## config.mk

```make
export PLATFORM = sky130hd
export DESIGN_NAME = lpc_record_filter
export DESIGN_NICKNAME = d
export VERILOG_FILES = /design/src/rtl/lpc_record_filter.sv
export SDC_FILE = /design/constraint.sdc
export NUM_CORES = 1
export LEC_CHECK = 0
export CAP_MARGIN = 10
export CORE_AREA = 2 2 202 204
export CTS_CLUSTER_SIZE = 40
export DETAILED_ROUTE_END_ITERATION = 8
export DIE_AREA = 0 0 204 206
export PLACE_DENSITY = 0.43
export SETUP_SLACK_MARGIN = 0.3
export SLEW_MARGIN = 30
export SYNTH_ARGS = -nofsm -noshare
export SYNTH_HDL_FRONTEND = slang
export SYNTH_SLANG_ARGS = --single-unit
```

## constraint.sdc

```tcl
create_clock -name clock -period 2.65 [get_ports clock]
set_input_delay 0.53 -clock clock [delete_from_list [all_inputs] [get_ports clock]]
set_output_delay 0.53 -clock clock [all_outputs]
set_load 0.03 [all_outputs]
```

## src/rtl/lpc_record_filter.sv

```systemverilog
// LPC record filter/trigger: CHANNELS value/mask matchers gate records by mode (all, matching, one-shot window).
// Latency 1 cycle from in_enable to out_enable/out_data/out_hits/trigger; no backpressure, full throughput.
module lpc_record_filter #(
  parameter int DW       = 48,
  parameter int CHANNELS = 4,
  parameter int CW       = 8
) (
  input  logic                   clock,
  input  logic                   reset,
  input  logic [DW-1:0]          in_data,
  input  logic                   in_enable,
  input  logic [CHANNELS*DW-1:0] match_value,
  input  logic [CHANNELS*DW-1:0] match_mask,
  input  logic [CHANNELS-1:0]    channel_enable,
  input  logic [1:0]             mode,
  input  logic                   arm,
  input  logic [CW-1:0]          post_count,
  output logic [DW-1:0]          out_data,
  output logic                   out_enable,
  output logic [CHANNELS-1:0]    out_hits,
  output logic                   trigger,
  output logic [1:0]             state,
  output logic [15:0]            dropped
);

  typedef enum logic [1:0] {
    IDLE    = 2'd0,
    ARMED   = 2'd1,
    CAPTURE = 2'd2,
    DONE    = 2'd3
  } state_t;

  state_t                state_q, state_d;
  logic [CW-1:0]         cnt_q, cnt_d;
  logic [DW-1:0]         out_data_q, out_data_d;
  logic [CHANNELS-1:0]   out_hits_q, out_hits_d;
  logic                  out_enable_q, out_enable_d;
  logic                  trigger_q, trigger_d;
  logic [15:0]           dropped_q, dropped_d;

  logic [CHANNELS-1:0]   hit;
  logic                  any_hit;
  logic                  fwd;

  always_comb begin
    hit = '0;
    for (int i = 0; i < CHANNELS; i++) begin
      hit[i] = channel_enable[i] &
               (((in_data ^ match_value[i*DW +: DW]) & match_mask[i*DW +: DW]) == '0);
    end
    any_hit = |hit;
  end

  always_comb begin
    fwd       = 1'b0;
    trigger_d = 1'b0;
    state_d   = state_q;
    cnt_d     = cnt_q;

    if (mode != 2'd2) begin
      // Window FSM only runs in mode 2; other modes park it in IDLE.
      state_d = IDLE;
      cnt_d   = '0;
      fwd     = in_enable & ((mode == 2'd1) ? any_hit : 1'b1);
    end else begin
      unique case (state_q)
        ARMED: begin
          if (in_enable && any_hit) begin
            fwd       = 1'b1;
            trigger_d = 1'b1;
            cnt_d     = post_count;
            state_d   = (post_count == '0) ? DONE : CAPTURE;
          end
        end
        CAPTURE: begin
          if (in_enable) begin
            fwd   = 1'b1;
            cnt_d = cnt_q - CW'(1);
            if (cnt_q <= CW'(1)) begin
              state_d = DONE;
              cnt_d   = '0;
            end
          end
        end
        default: ;
      endcase
      // The record seen with arm was judged on the old state; arm still owns the next state.
      if (arm) begin
        state_d = ARMED;
        cnt_d   = '0;
      end
    end

    out_enable_d = fwd;
    out_data_d   = fwd ? in_data : out_data_q;
    out_hits_d   = fwd ? hit : out_hits_q;

    dropped_d = dropped_q;
    if (in_enable && !fwd && (dropped_q != 16'hFFFF)) begin
      dropped_d = dropped_q + 16'd1;
    end
  end

  always_ff @(posedge clock or negedge reset) begin
    if (!reset) begin
      state_q      <= IDLE;
      cnt_q        <= '0;
      out_data_q   <= '0;
      out_hits_q   <= '0;
      out_enable_q <= 1'b0;
      trigger_q    <= 1'b0;
      dropped_q    <= '0;
    end else begin
      state_q      <= state_d;
      cnt_q        <= cnt_d;
      out_data_q   <= out_data_d;
      out_hits_q   <= out_hits_d;
      out_enable_q <= out_enable_d;
      trigger_q    <= trigger_d;
      dropped_q    <= dropped_d;
    end
  end

  assign out_data   = out_data_q;
  assign out_hits   = out_hits_q;
  assign out_enable = out_enable_q;
  assign trigger    = trigger_q;
  assign state      = state_q;
  assign dropped    = dropped_q;

endmodule
```

==> summary.md <==
| Metric | Value |
|---|---|
| Status | complete, but fails checks |
| Violated checks | setup timing |
| TNS Setup | -25.44 ns |
| Gr ovfl total | 0 |
| Worst-path cell chain | clkdlybuf4s50_1, xor2_1, buf_4, a22oi_2, nand2_1, nor4_4, buf_4, a22oi_2, buf_4, a21oi_4, o21ai_4, buf_12, buf_4, buf_12, mux2_4 |
| Startpoint Class | input port |
| I/O pins | between 500 and 600 |
| Critical Path RT | 2.88 ns |
| Ratio of cells with drive above 1 in the final layout | around 28% |
| Fin util | 37.03% |
| Clk sink count | 80 |
| Pwr dens | about 400 nW/um^2 |
| Setup-failing EPs final | approximately 80 |
| CP endpoint kind | register |
| Crit share post-route | 116.3% |
| CP dominant cell by count | buf_4 |
| Worst-Skew Late Latency | approximately 0.35 ns |
| WP depth | 15 |
| GRT Total Usage | about a fifth |
| Fin crit period | 3.081 ns |
| Hold Fails Final Rpt | 0 |
| Count leader, synth | xor2_1 |
| Initial antenna violation count | 3 |
| Crit path DAT | 3.31 ns |
| Wirelength per Cell | between 20 and 25 um |
| Maximum clock frequency | around 320 MHz |
| Post-route DRC | 0 |
| CP top delay family | buffers and inverters |
| Synth Warn # | 0 |
| Antenna diodes | 0 |
| Distinct cell type count after synthesis | 40 |
| Leakage | 6.660 nW |
| Sw frac | between 30% and 40% |
| Crit path largest cell delay | about 0.42 ns |
| Port bufs | 521 |
| Internal power | roughly 4 mW |
| Clock Skews | about 0.0053 ns |
| Max IR drop VDD | 0.2694 mV |
| #FFs+latches synth | 80 |
| Clock root buffer | clkbuf_16 |
| Post-Place Setup Slack | -1.286 ns |
| Iter 0 DRT Violations | 297 |
| H-tree levels | 3 |
| Largest net degree at the start of global routing | 42 |
| Async SR Flop Fraction | between 90% and 100% |
| Syn Area/Cell | about 10 sq um |
| DR pass1 iterations | 4 |
| Switching pwr | ~2.0 mW |
| Non-filler cells, final | around 1800 |
| Sequential share of the synthesized area | 30.35% |
| Share of the synthesized area in the top cell type | between 30% and 40% |
| Via count | 7646 |
| Fin nets | between 1500 and 2000 |
| Most common library cells after synthesis | 192 x xor2_1, 92 x a22oi_1, 80 x dfrtp_1 |
| Initial Util | 16.42% |
| Final count of pins violating max slew | 0 |
| Cts bufs inserted | 9 |
| Vias in the first global route | 8189 |
| Worst-Margin Slew | between 0.7 and 0.8 ns |
| Via density | slightly above 4 |
| Post-Syn Instances | 656 |
| Syn-to-layout area delta | 125.5% |
| CP Class | in2reg |
| Number of buffers and inverters on the critical path | 7 |
| Dominant cells by area after synthesis | dfrtp_1 30%, xor2_1 25%, mux2_4 11%, a22oi_1 10%, buf_2 3.8% |
| Post-Syn Nets | about 1100 |
| Final wirelength | between 40 and 50 mm |
| RSZ-0062 raised after global routing | yes |
| First-pass GRT wire length | 58.24 mm |
| GPL Wtd Cong | 0.8916 |
| Relative slew slack | 50.92% |
| DP Cell Count | between 1500 and 2000 |
| Main synth FF type | dfrtp_1 |
| Clk pwr share | 25.6% |
| Site Rows | 74 |
| Die Span Y | just over 200 um |
| Die area | around 42000 sq um |
| Comb power frac | approximately half |
| Final worst slack | -0.4311 ns |
| Area leader, netlist | dfrtp_1 |
| Sequential share of power | 25.9% |
| Worst hold path type | in2async |
| CP Max Fanout | 11 |
| Die width | roughly 200 um |
| Post-synth EDFFs | 0 |
| CORE AREA | about 40000 sq um |
| MaxCap Viol Count | 0 |
| R2R depth | 9 |
| Post-Syn Area | ~6600 sq um |
| HPWL after DPL | 36.34 mm |
| Filler instances | just over 4000 |
| Critical-path top delay cell | clkdlybuf4s50_1 |
| Antenna-violating nets left | 0 |
| Hold Buf Count CTS | 0 |
| CTS tree | done |
| Clock buffer depth | 2 |
| Worst-path clk slew | about 0.07 ns |
-- final cells by class --
| type | count | area (sq um) | area share [%] |
|---|---|---|---|
| Tap cell | 532 | 665.6 | 4.474 |
| Clock buffer | 9 | 225.2 | 1.514 |
| Inverter | 9 | 33.78 | 0.2271 |
| Multi-Input combinational cell | 509 | 4841 | 32.54 |
| Sequential cell | 80 | 2002 | 13.46 |
| Timing Repair Buffer | 701 | 6984 | 46.94 |
| Clock inverter | 7 | 126.4 | 0.8494 |
-- path summary, 6_finish.rpt --
| path | startpoint | to | slack [ns] |
|---|---|---|---|
| max | match_value[93] | out_data[20] | -0.43 |
| min | reset | dropped[15] | 0.19 |
| max reg2reg | state[0] | out_data[20] | 0.41 |
| min reg2reg | dropped[7] | dropped[7] | 0.49 |
| max in group asynchronous | reset | out_data[27] | 1.79 |
| min in group clock | dropped[7] | dropped[7] | 0.49 |
-- through the flow --
| stage | power [mW] | hold slack, ns | instance area, sq um |
|---|---|---|---|
| floorplan | 2.633 | 0.2344 | 6758 |
| global placement | 4.233 | 0.4668 | 13280 |
| detailed placement | 4.234 | 0.4773 | 13280 |
| CTS | 5.963 | 0.2023 | 14330 |
| global route | 6.263 | 0.2145 | 14880 |
| finish | 5.961 | 0.1870 | 14880 |
-- cell usage in the layout, fill, tap and decap left out, drive strengths merged, types with 3 or more instances in the layout --
cell type	count
and3	9
ha	5
clkdlybuf4s15	12
inv	11
nand2b	4
a21oi	10
dfrtp	80
clkdlybuf4s50	412
dlygate4sd2	36
a222oi	4
o31ai	3
dlymetal6s2s	38
nor4	4
mux2	51
bufinv	3
o21ai	11
nand3	8
nand2	22
nor3	8
xnor2	13
nand4	30
o211ai	4
nor2	18
xor2	192
a22oi	92
nor4b	4
clkbuf	22
a211oi	5
buf	190
-- registers in the layout (all words and copies together), names as in the netlist --
name / flops
out_data: 48
out_enable: 1
trigger: 1
state: 2
cnt_q: 8
dropped: 16
out_hits: 4
-- power groups by stage --
stage	sequential, mW	clock (mW)	combinational [mW]
finish	1.54	1.53	2.89
global route	1.57	1.63	3.05
CTS	1.54	1.59	2.83
detailed placement	1.55	0	2.68
global placement	1.56	0	2.67
floorplan	1.87	0	0.766
-- routing by layer --
layer  up-vias  share of wire, %  GRT usage [%]  wire length [um]
li1       3636                 -              -                 -
met1      3655                41          23.68             17700
met2       327                52          37.24             22300
met3        26               6.2          3.974              2687
met4         2               1.3          2.640               563
met5         -             0.030              0                13
-- what timing repair did --
item,in CTS,in global routing
buffers inserted,29,16
resized for setup,191,146
pin swaps,58,82
gates cloned,4,1
setup endpoints to repair,80,80
-- logic make-up after synthesis --
logic type / synth area share (%)
xor+xnor: 27.22
compound gates: 14.83
simple gates: 9.882
flops: 30.35
buf+inv: 5.330
mux: 11.44
fa+ha+maj: 0.9484
(Power assumes the default switching activity.)
